### src/rtl/clip_recorder_pkg.sv
// Shared types and helpers for the clip recorder controller: FSM state
// encoding, derived-width helpers and the one-hot clip decoder.
package clip_recorder_pkg;

  typedef enum logic [1:0] {
    IDLE  = 2'd0,
    REC   = 2'd1,
    PLAY  = 2'd2,
    DRAIN = 2'd3
  } state_e;

  // Upper bound on the one-hot decoder width; callers size-cast the result.
  localparam int MAX_CLIPS = 32;

  function automatic int clip_w_f(input int n);
    return (n > 1) ? $clog2(n) : 1;
  endfunction

  function automatic int addr_w_f(input int d);
    return (d > 1) ? $clog2(d) : 1;
  endfunction

  function automatic logic [MAX_CLIPS-1:0] onehot(input int idx);
    logic [MAX_CLIPS-1:0] v;
    v = '0;
    v[idx] = 1'b1;
    return v;
  endfunction

endpackage

### src/rtl/clip_recorder_ctrl_edge.sv
// Registered rising-edge detector for the debounced record/play levels.
module edge_detect (
  input  logic clock,
  input  logic reset,
  input  logic din,
  output logic rise
);

  logic din_q;
  logic din_d;

  always_comb din_d = din;

  always_ff @(posedge clock or negedge reset) begin
    if (!reset) din_q <= 1'b0;
    else        din_q <= din_d;
  end

  assign rise = din & ~din_q;

endmodule

### src/rtl/clip_recorder_ctrl.sv
// Record/playback controller for NUM_CLIPS clips sharing one memory bus.
// Optional macro LOOP_PLAY_EN: holding play at the end of a pass restarts it.
module clip_recorder_ctrl
  import clip_recorder_pkg::*;
#(
  parameter int NUM_CLIPS = 2,
  parameter int SAMPLE_W  = 16,
  parameter int DEPTH     = 131072,
  parameter int ADDR_W    = addr_w_f(DEPTH),
  parameter int CLIP_W    = clip_w_f(NUM_CLIPS)
) (
  input  logic                 clock,
  input  logic                 reset,
  input  logic                 sample_tick,
  input  logic [CLIP_W-1:0]    clip_sel,
  input  logic                 record,
  input  logic                 play,
  input  logic [SAMPLE_W-1:0]  sample_in,
  output logic [SAMPLE_W-1:0]  sample_out,
  output logic                 sample_valid,
  output logic [NUM_CLIPS-1:0] mem_sel,
  output logic                 mem_we,
  output logic [ADDR_W-1:0]    mem_addr,
  output logic [SAMPLE_W-1:0]  mem_wdata,
  input  logic [SAMPLE_W-1:0]  mem_rdata,
  output logic                 recording,
  output logic                 playing,
  output logic [CLIP_W-1:0]    active_clip,
  output state_e               dbg_state
);

  localparam logic [ADDR_W:0] PTR_ONE    = (ADDR_W+1)'(1);
  localparam logic [ADDR_W:0] LAST_IDX   = (ADDR_W+1)'(DEPTH - 1);
  localparam logic [CLIP_W:0] CLIP_LIMIT = (CLIP_W+1)'(NUM_CLIPS);

  state_e                state_q, state_d;
  logic [CLIP_W-1:0]     active_q, active_d;
  logic [ADDR_W:0]       ptr_q, ptr_d;
  logic [ADDR_W:0]       len_q [NUM_CLIPS];
  logic [ADDR_W:0]       len_d [NUM_CLIPS];
  logic [SAMPLE_W-1:0]   sample_out_q, sample_out_d;
  logic                  valid_q, valid_d;
  logic                  rd_pend_q, rd_pend_d;

  logic                  rec_rise;
  logic                  play_rise;
  logic                  sel_ok;
  logic [ADDR_W:0]       sel_len;
  logic [NUM_CLIPS-1:0]  active_onehot;

  edge_detect u_rec_edge (
    .clock (clock),
    .reset (reset),
    .din   (record),
    .rise  (rec_rise)
  );

  edge_detect u_play_edge (
    .clock (clock),
    .reset (reset),
    .din   (play),
    .rise  (play_rise)
  );

  always_comb begin
    sel_ok  = ({1'b0, clip_sel} < CLIP_LIMIT);
    sel_len = '0;
    for (int i = 0; i < NUM_CLIPS; i++) begin
      if ({1'b0, clip_sel} == (CLIP_W+1)'(i)) sel_len = len_q[i];
    end
    active_onehot = NUM_CLIPS'(onehot(int'(active_q)));
  end

  always_comb begin
    state_d      = state_q;
    active_d     = active_q;
    ptr_d        = ptr_q;
    len_d        = len_q;
    sample_out_d = sample_out_q;
    valid_d      = 1'b0;
    rd_pend_d    = 1'b0;
    mem_sel      = '0;
    mem_we       = 1'b0;
    mem_addr     = '0;
    mem_wdata    = '0;

    // Read data arrives the cycle after the read was issued, whatever the state.
    if (rd_pend_q) begin
      sample_out_d = mem_rdata;
      valid_d      = 1'b1;
    end

    unique case (state_q)
      IDLE: begin
        if (sample_tick) sample_out_d = '0;
        if (rec_rise && sel_ok) begin
          active_d = clip_sel;
          ptr_d    = '0;
          state_d  = REC;
        end else if (play_rise && sel_ok && (sel_len != '0)) begin
          active_d = clip_sel;
          ptr_d    = '0;
          state_d  = PLAY;
        end
      end

      REC: begin
        // Releasing record wins over a coincident tick: that sample is dropped.
        if (!record) begin
          len_d[active_q] = ptr_q;
          state_d         = IDLE;
        end else if (sample_tick) begin
          mem_sel   = active_onehot;
          mem_we    = 1'b1;
          mem_addr  = ptr_q[ADDR_W-1:0];
          mem_wdata = sample_in;
          ptr_d     = ptr_q + PTR_ONE;
          if (ptr_q == LAST_IDX) begin
            len_d[active_q] = ptr_q + PTR_ONE;
            state_d         = IDLE;
          end
        end
      end

      PLAY: begin
        if (sample_tick) begin
          mem_sel   = active_onehot;
          mem_addr  = ptr_q[ADDR_W-1:0];
          rd_pend_d = 1'b1;
          ptr_d     = ptr_q + PTR_ONE;
          if (ptr_q == (len_q[active_q] - PTR_ONE)) begin
`ifdef LOOP_PLAY_EN
            if (play) ptr_d = '0;
            else      state_d = DRAIN;
`else
            state_d = DRAIN;
`endif
          end
        end
      end

      DRAIN: begin
        state_d = IDLE;
      end

      default: begin
        state_d = IDLE;
      end
    endcase
  end

  always_ff @(posedge clock or negedge reset) begin
    if (!reset) begin
      state_q      <= IDLE;
      active_q     <= '0;
      ptr_q        <= '0;
      sample_out_q <= '0;
      valid_q      <= 1'b0;
      rd_pend_q    <= 1'b0;
      for (int i = 0; i < NUM_CLIPS; i++) len_q[i] <= '0;
    end else begin
      state_q      <= state_d;
      active_q     <= active_d;
      ptr_q        <= ptr_d;
      sample_out_q <= sample_out_d;
      valid_q      <= valid_d;
      rd_pend_q    <= rd_pend_d;
      len_q        <= len_d;
    end
  end

  assign sample_out   = sample_out_q;
  assign sample_valid = valid_q;
  assign recording    = (state_q == REC);
  assign playing      = (state_q == PLAY) || (state_q == DRAIN);
  assign active_clip  = active_q;
  assign dbg_state    = state_q;

endmodule

### config.mk
export PLATFORM = sky130hd
export DESIGN_NAME = clip_recorder_ctrl
export DESIGN_NICKNAME = d
export VERILOG_FILES = /design/src/rtl/clip_recorder_pkg.sv /design/src/rtl/clip_recorder_ctrl_edge.sv /design/src/rtl/clip_recorder_ctrl.sv
export SDC_FILE = /design/constraint.sdc
export NUM_CORES = 1
export LEC_CHECK = 0
export CORE_ASPECT_RATIO = 0.6
export CORE_MARGIN = 5
export CORE_UTILIZATION = 48
export DETAILED_ROUTE_END_ITERATION = 12
export MAX_ROUTING_LAYER = met4
export PLACE_DENSITY = 0.75
export SETUP_SLACK_MARGIN = 0.3
export SYNTH_ARGS = -nofsm -noshare
export SYNTH_HDL_FRONTEND = slang
export SYNTH_SLANG_ARGS = --single-unit
### constraint.sdc
create_clock -name clock -period 3.81 [get_ports clock]
set_clock_uncertainty 0.2 [all_clocks]
set_input_delay 0.381 -clock clock [delete_from_list [all_inputs] [get_ports clock]]
set_output_delay 0.381 -clock clock [all_outputs]
set_load 0.05 [all_outputs]
# Yosys cells after proc, flatten, opt, wreduce, memory -nomap -nowiden
# Index checks and enable logic that the tools add are counted.
# word_totals
reg_bits	77
output_inout_bits	58
in_bits	38
word_cells	91
# op_classes
reduce_logical	12
bitwise	5
n_addsub	2
mux	45
n_lt_le_gt_ge	4
eq_ne	13
# ops
operator	count
$mux W18	9
$mux W36	3
$mux W16	6
$bwmux W36	2
$pmux W18 S3	1
$mux W17	2
$pmux W17 S2	1
$add A18 B1 Y18 const B	1
$demux W18 S1	1
$eq A18 B17 Y1 const B	1
$eq A18 B18 Y1	1
$mux W2	9
$reduce_bool A18 Y1	1
$sub A18 B1 Y18 const B	1
$mux W1	8
$ne A2 B2 Y1 const B	4
$pmux W2 S4	1
$lt A1 B6 Y1 const B	1
$ne A3 B3 Y1 const B	2
$reduce_and A3 Y1	2
$reduce_and A5 Y1	1
$eq A2 B2 Y1 const B	2
$pmux W2 S2	1
$logic_and A1 B1 Y1	3
other kinds (15)	17

# Longest topological paths before layout
# depth
ltp_word	9
depth_mapped	13
depth_no_buf	9

# Modules after synthesis
# From an unflattened synthesis, not the netlist that was laid out.
# unflattened
hier_cells	544
area_unflattened_um2	4757.1
# by_module_without_submodules
mod	instances	cells_each	seq_area_each_um2	area_each_um2
clip_recorder_ctrl	1	540	1876.8	4679.5
edge_detect	2	2	25.0	38.8

# Least setup slack after synthesis
# No wires, ideal clock.
# synth_timing
path_type	register to register
from	register active_q, in the netlist active_clip
to	register state_q[0], in the netlist dbg_state[0]
stages_incl_launch_ff	14
period_less_slack_ns	4.277
path_buffers	4
setup_ns	0.135
required_time_ns	3.475
arrival_time_ns	3.942
slack_ns	-0.467
path_cell_list	dfrtp_1 buf_2 buf_2 clkbuf_1 clkbuf_1 mux2i_1 ha_1 nand2_1 nor4_2 a21oi_1 or4_4 nor4_4 a311oi_1 nand4b_1
# synth_between
elab_chain_cells	8
# synth_lines
element	line	text
start: declaration	clip_recorder_ctrl.sv:37	logic [CLIP_W-1:0] active_q, active_d;
start signal: assignment	clip_recorder_ctrl.sv:163	active_q <= active_d;
$not A1 Y2 (implied by the code)	clip_recorder_ctrl.sv:131	if (ptr_q == (len_q[active_q] - PTR_ONE)) begin
$mux W18 (implied by the code) (3 in series)	clip_recorder_ctrl.sv:131	
$sub A18 B1 Y18	clip_recorder_ctrl.sv:131	
$eq A18 B18 Y1	clip_recorder_ctrl.sv:131	
$ne A2 B2 Y1 (no line)	-	
$reduce_and A5 Y1 (no line)	-	
end signal: assignment	clip_recorder_ctrl.sv:162	state_q <= state_d;
end: declaration	clip_recorder_ctrl.sv:36	state_e state_q, state_d;
# Every way passes these cells. The select of a mux whose other input is x is not followed.
# A chain may end at the register's enable or synchronous reset.

# Worst setup path after layout
# layout_timing
from	register state_q[1], in the netlist dbg_state[1]
to	output port mem_wdata[9]
# layout_between
elab_chain_cells	2
# layout_lines
element	line	text
$eq A2 B1 Y1	clip_recorder_ctrl.sv:93	unique case (state_q)
$mux W16	clip_recorder_ctrl.sv:93	
end: declaration	clip_recorder_ctrl.sv:24	output logic [SAMPLE_W-1:0] mem_wdata,
# Every way passes these cells.

==> run_results.csv <==
group,metric,value,unit
timing,setup_total_neg_slack,0,ns
floorplan,die_outline_area,12400,um^2
layout,antenna_cells,0,
detailed_routing,drc,0,
synthesis,synth.cell_area,4900,um^2
layout,layout.nets,682,
synthesis,syn_inst,555,
timing,max_clock_freq,302,MHz
detailed_routing,detail_route.wirelength,14700,um
worst_hold_path,classification_of_the_worst_slack_hold_path,"primary input to asynchronous set/reset pin",
layout,fill_cells,833,
floorplan,core-area,9910,um^2
floorplan,die_w,140,um
power_and_ir_drop,leakage,2.61,nW
timing,hold_viol,9,
synthesis,asyncSetResetFlopFracSynth,100,%
grt,gr-usage-met2,33.7,%
setup_path,regToRegSetupSlack,0.53,ns
cts,cts_root_buffer,"clkbuf_16",
grt,groute.usage.overall,24.4,%
power_and_ir_drop,netSwitchingPower,2.05,mW
floorplan,floorplan.initialDensity,49.4,%
synthesis,postSynthRegisterBits,77,
grt,busiest_layer,"met1",
cts,cts_buffers,9,
setup_path,path_class,"register to output port",
timing,rsz0062_at_grt,"no",
synthesis,synth_top_flop_cell,"dfrtp_1",
power_and_ir_drop,power_density,709,nW/um^2
detailed_routing,detail-route-antenna-nets,0,
timing,timing.slew.headroom,31.5,%
grt,grt_first_pass_wirelength,22900,um
detailed_routing,routed-via-count,4485,
timing,fin_worst_hold_slack,-0.0376,ns
floorplan,ios,96,
timing,final-setup-viol-count,0,
layout,flow.area_growth_from_synthesis,28.1,%
cts,clock_sinks,77,
detailed_routing,detail_route.wl_per_cell,19.0,um
timing,post_route_minimum_period,3.31,ns
cts,cts_hold_buffers,0,
timing,max_slew.worst_pin.slew,1.03,ns
grt,grt.met1_usage,35.3,%
setup_path,worst-r2r-cell-count,9,
floorplan,rows,28,
synthesis,synthesis.area_per_instance,8.83,um^2
floorplan,die_h,88.3,um
power_and_ir_drop,sw_frac_of_total,46.2,%
setup_path,crit_required,3.23,ns
synthesis,post_synth_net_total,600,
grt,grt_overflow,0,
setup_path,setup.worst_path.end_class,"output port",
timing,postLayoutSetupSlackWorst,0.500,ns
synthesis,synth_enable_flop_cells,0,
status,failed_checks,"hold timing",
power_and_ir_drop,power.clock.fraction,19.8,%
setup_path,reg2reg_to,"dbg_state[0]",
layout,share_of_final_layout_standard_cells_stronger_than_drive_strength_1,9.97,%
placement,place.detailed.hpwl,11100,um
placement,io_buffer_count,95,
flow_run,cap_viol_max_count,0,
setup_path,timing.critical_path.arrival,2.73,ns
cts,insertion_delay,0.34,ns
power_and_ir_drop,combinationalPowerShare,53.6,%
power_and_ir_drop,sequentialPowerShare,26.6,%
setup_path,critPathLaunchType,"register",
timing,fraction_of_the_cycle_the_final_worst_path_needs,86.9,%
cts,tritoncts_clock_tree,"yes",
synthesis,yosys.cell_types.count,52,
detailed_routing,detail_route.vias_per_cell,5.77,
cts,ctsHtreeMaxLevel,3,
cts,clock_path_buffers,2,
synthesis,synth-warning-count,0,
layout,commonest_non_fill_non_tap_cell_in_the_layout,"clkdlybuf4s50_1",
setup_path,r2r_path_start,"active_clip",
synthesis,ys_seq_area_share,39.3,%
timing,final_max_slew_viol_count,0,
detailed_routing,drt_iter0_markers,460,
setup_path,worstPathMaxFanout,17,
placement,globalplace.congestion,0.902,
layout,top_library_cells_by_usage_in_the_layout_fill_and_taps_aside,"clkdlybuf4s50_1 (79), dfrtp_1 (76), nand2_1 (71), o21ai_0 (55), nor2_1 (40)",
placement,pre_cts_ws,0.537,ns
cts,worst_setup_hold_path_clk_slew,0.06,ns
grt,grt_max_degree,78,
power_and_ir_drop,internal_power,2.39,mW
power_and_ir_drop,worst_ir_drop_vdd,480,uV
grt,grt.met3_usage,8.53,%
grt,first_global_vias,4354,
detailed_routing,detailedRoute.firstPassIterationCount,5,
status,outcome,"complete, but fails checks",
grt,antenna_found_initial,0,
## synth_stat cells (11+ instances only)
cell type | n | area, um^2
mux2i_1 | 36 | 360
clkbuf_1 | 32 | 120
a22o_1 | 13 | 114
nand2b_1 | 12 | 75.1
inv_1 | 11 | 41.3
nand4_1 | 11 | 68.8
and2_1 | 37 | 231
xnor2_1 | 33 | 289
nor2_1 | 40 | 150
nand2_1 | 72 | 270
o21ai_0 | 55 | 275
dfrtp_1 | 77 | 1930
nor3_1 | 13 | 65.1
xor2_1 | 16 | 140
## metal layers
layer,vias up,share of wire (%)
li1,2086,-
met1,2203,47
met2,188,42
met3,8,10
met4,0,0.28
met5,-,0
## worst max-delay path: stages (launching register included)
cell and delay (ns):
dfrtp_1 0.42, inv_1 0.16, ha_1 0.42, nand2_1 0.12, nor2_1 0.11, buf_4 0.20
and2_1 0.15, clkdlybuf4s50_1 0.82
## worst max-delay path by stage
stage	start	end	slack, ns	depth (start not counted)
finish	dbg_state[1]	mem_wdata[9]	0.50	7
detailed placement	len_q[11]	ptr_q[3]	0.54	9
floorplan	active_clip	dbg_state[0]	0.32	13
global placement	clip_sel	ptr_q[2]	0.66	10
global route	len_q[11]	ptr_q[7]	0.38	9
CTS	dbg_state[1]	mem_wdata[9]	0.52	7
## cell type report
| cell class | instances | area, um^2 | area share (%) |
|---|---|---|---|
| clock buffer | 9 | 225 | 3.59 |
| clock inverter | 7 | 81.3 | 1.30 |
| inverter | 11 | 41.3 | 0.658 |
| multi-input combinational | 430 | 2820 | 45.0 |
| sequential | 77 | 1930 | 30.7 |
| tap | 135 | 169 | 2.69 |
| timing repair buffer | 108 | 1010 | 16.1 |
## repair_timing
action | CTS | global route
gates resized for setup | 0 | 2
setup buffers | 0 | 0
endpoints found under the setup margin | 0 | 2
## logic make-up (layout without fill, tap and decap cells)
family / count (synthesis) / after routing / share of synthesized area (%)
AOI/OAI and AO/OA: 100 / 100 / 13.1
xor gates and xnor gates: 49 / 49 / 8.76
adders and majority gates: 7 / 7 / 1.79
buffers and inverters: 48 / 135 / 3.75
DFF: 77 / 77 / 39.3
muxes: 37 / 37 / 7.58
and+or+nand+nor: 237 / 237 / 25.7
## per-stage QoR
stage | util (%) | cells | cell area, um^2 | power (mW)
after floorplan | - | 555 | 4930 | 2.88
after CTS | 63.2 | 777 | 6260 | 4.44
final | 63.3 | 777 | 6280 | 4.45
after global placement | 60.1 | 761 | 5960 | 3.48
after detailed placement | 60.1 | 761 | 5960 | 3.55
after global routing | 63.3 | 777 | 6280 | 4.69
## power groups by stage
stage | sequential [mW] | clock, mW | combinational (mW)
floorplan | 1.43 | 0 | 1.45
CTS | 1.18 | 0.896 | 2.37
detailed placement | 1.19 | 0 | 2.36
finish | 1.18 | 0.882 | 2.38
global route | 1.21 | 0.938 | 2.55
global placement | 1.18 | 0 | 2.30
## sequential cells by signal, indices dropped and copies added, names as in the netlist
| signal | flops |
|---|---|
| len_q | 36 |
| ptr_q | 18 |
| sample_out | 16 |
| dbg_state | 2 |
| active_clip | 1 |
| rd_pend_q | 1 |
| sample_valid | 1 |
| u_play_edge.din_q | 1 |
| u_rec_edge.din_q | 1 |
Note: power is estimated with default switching activity, not from simulation.
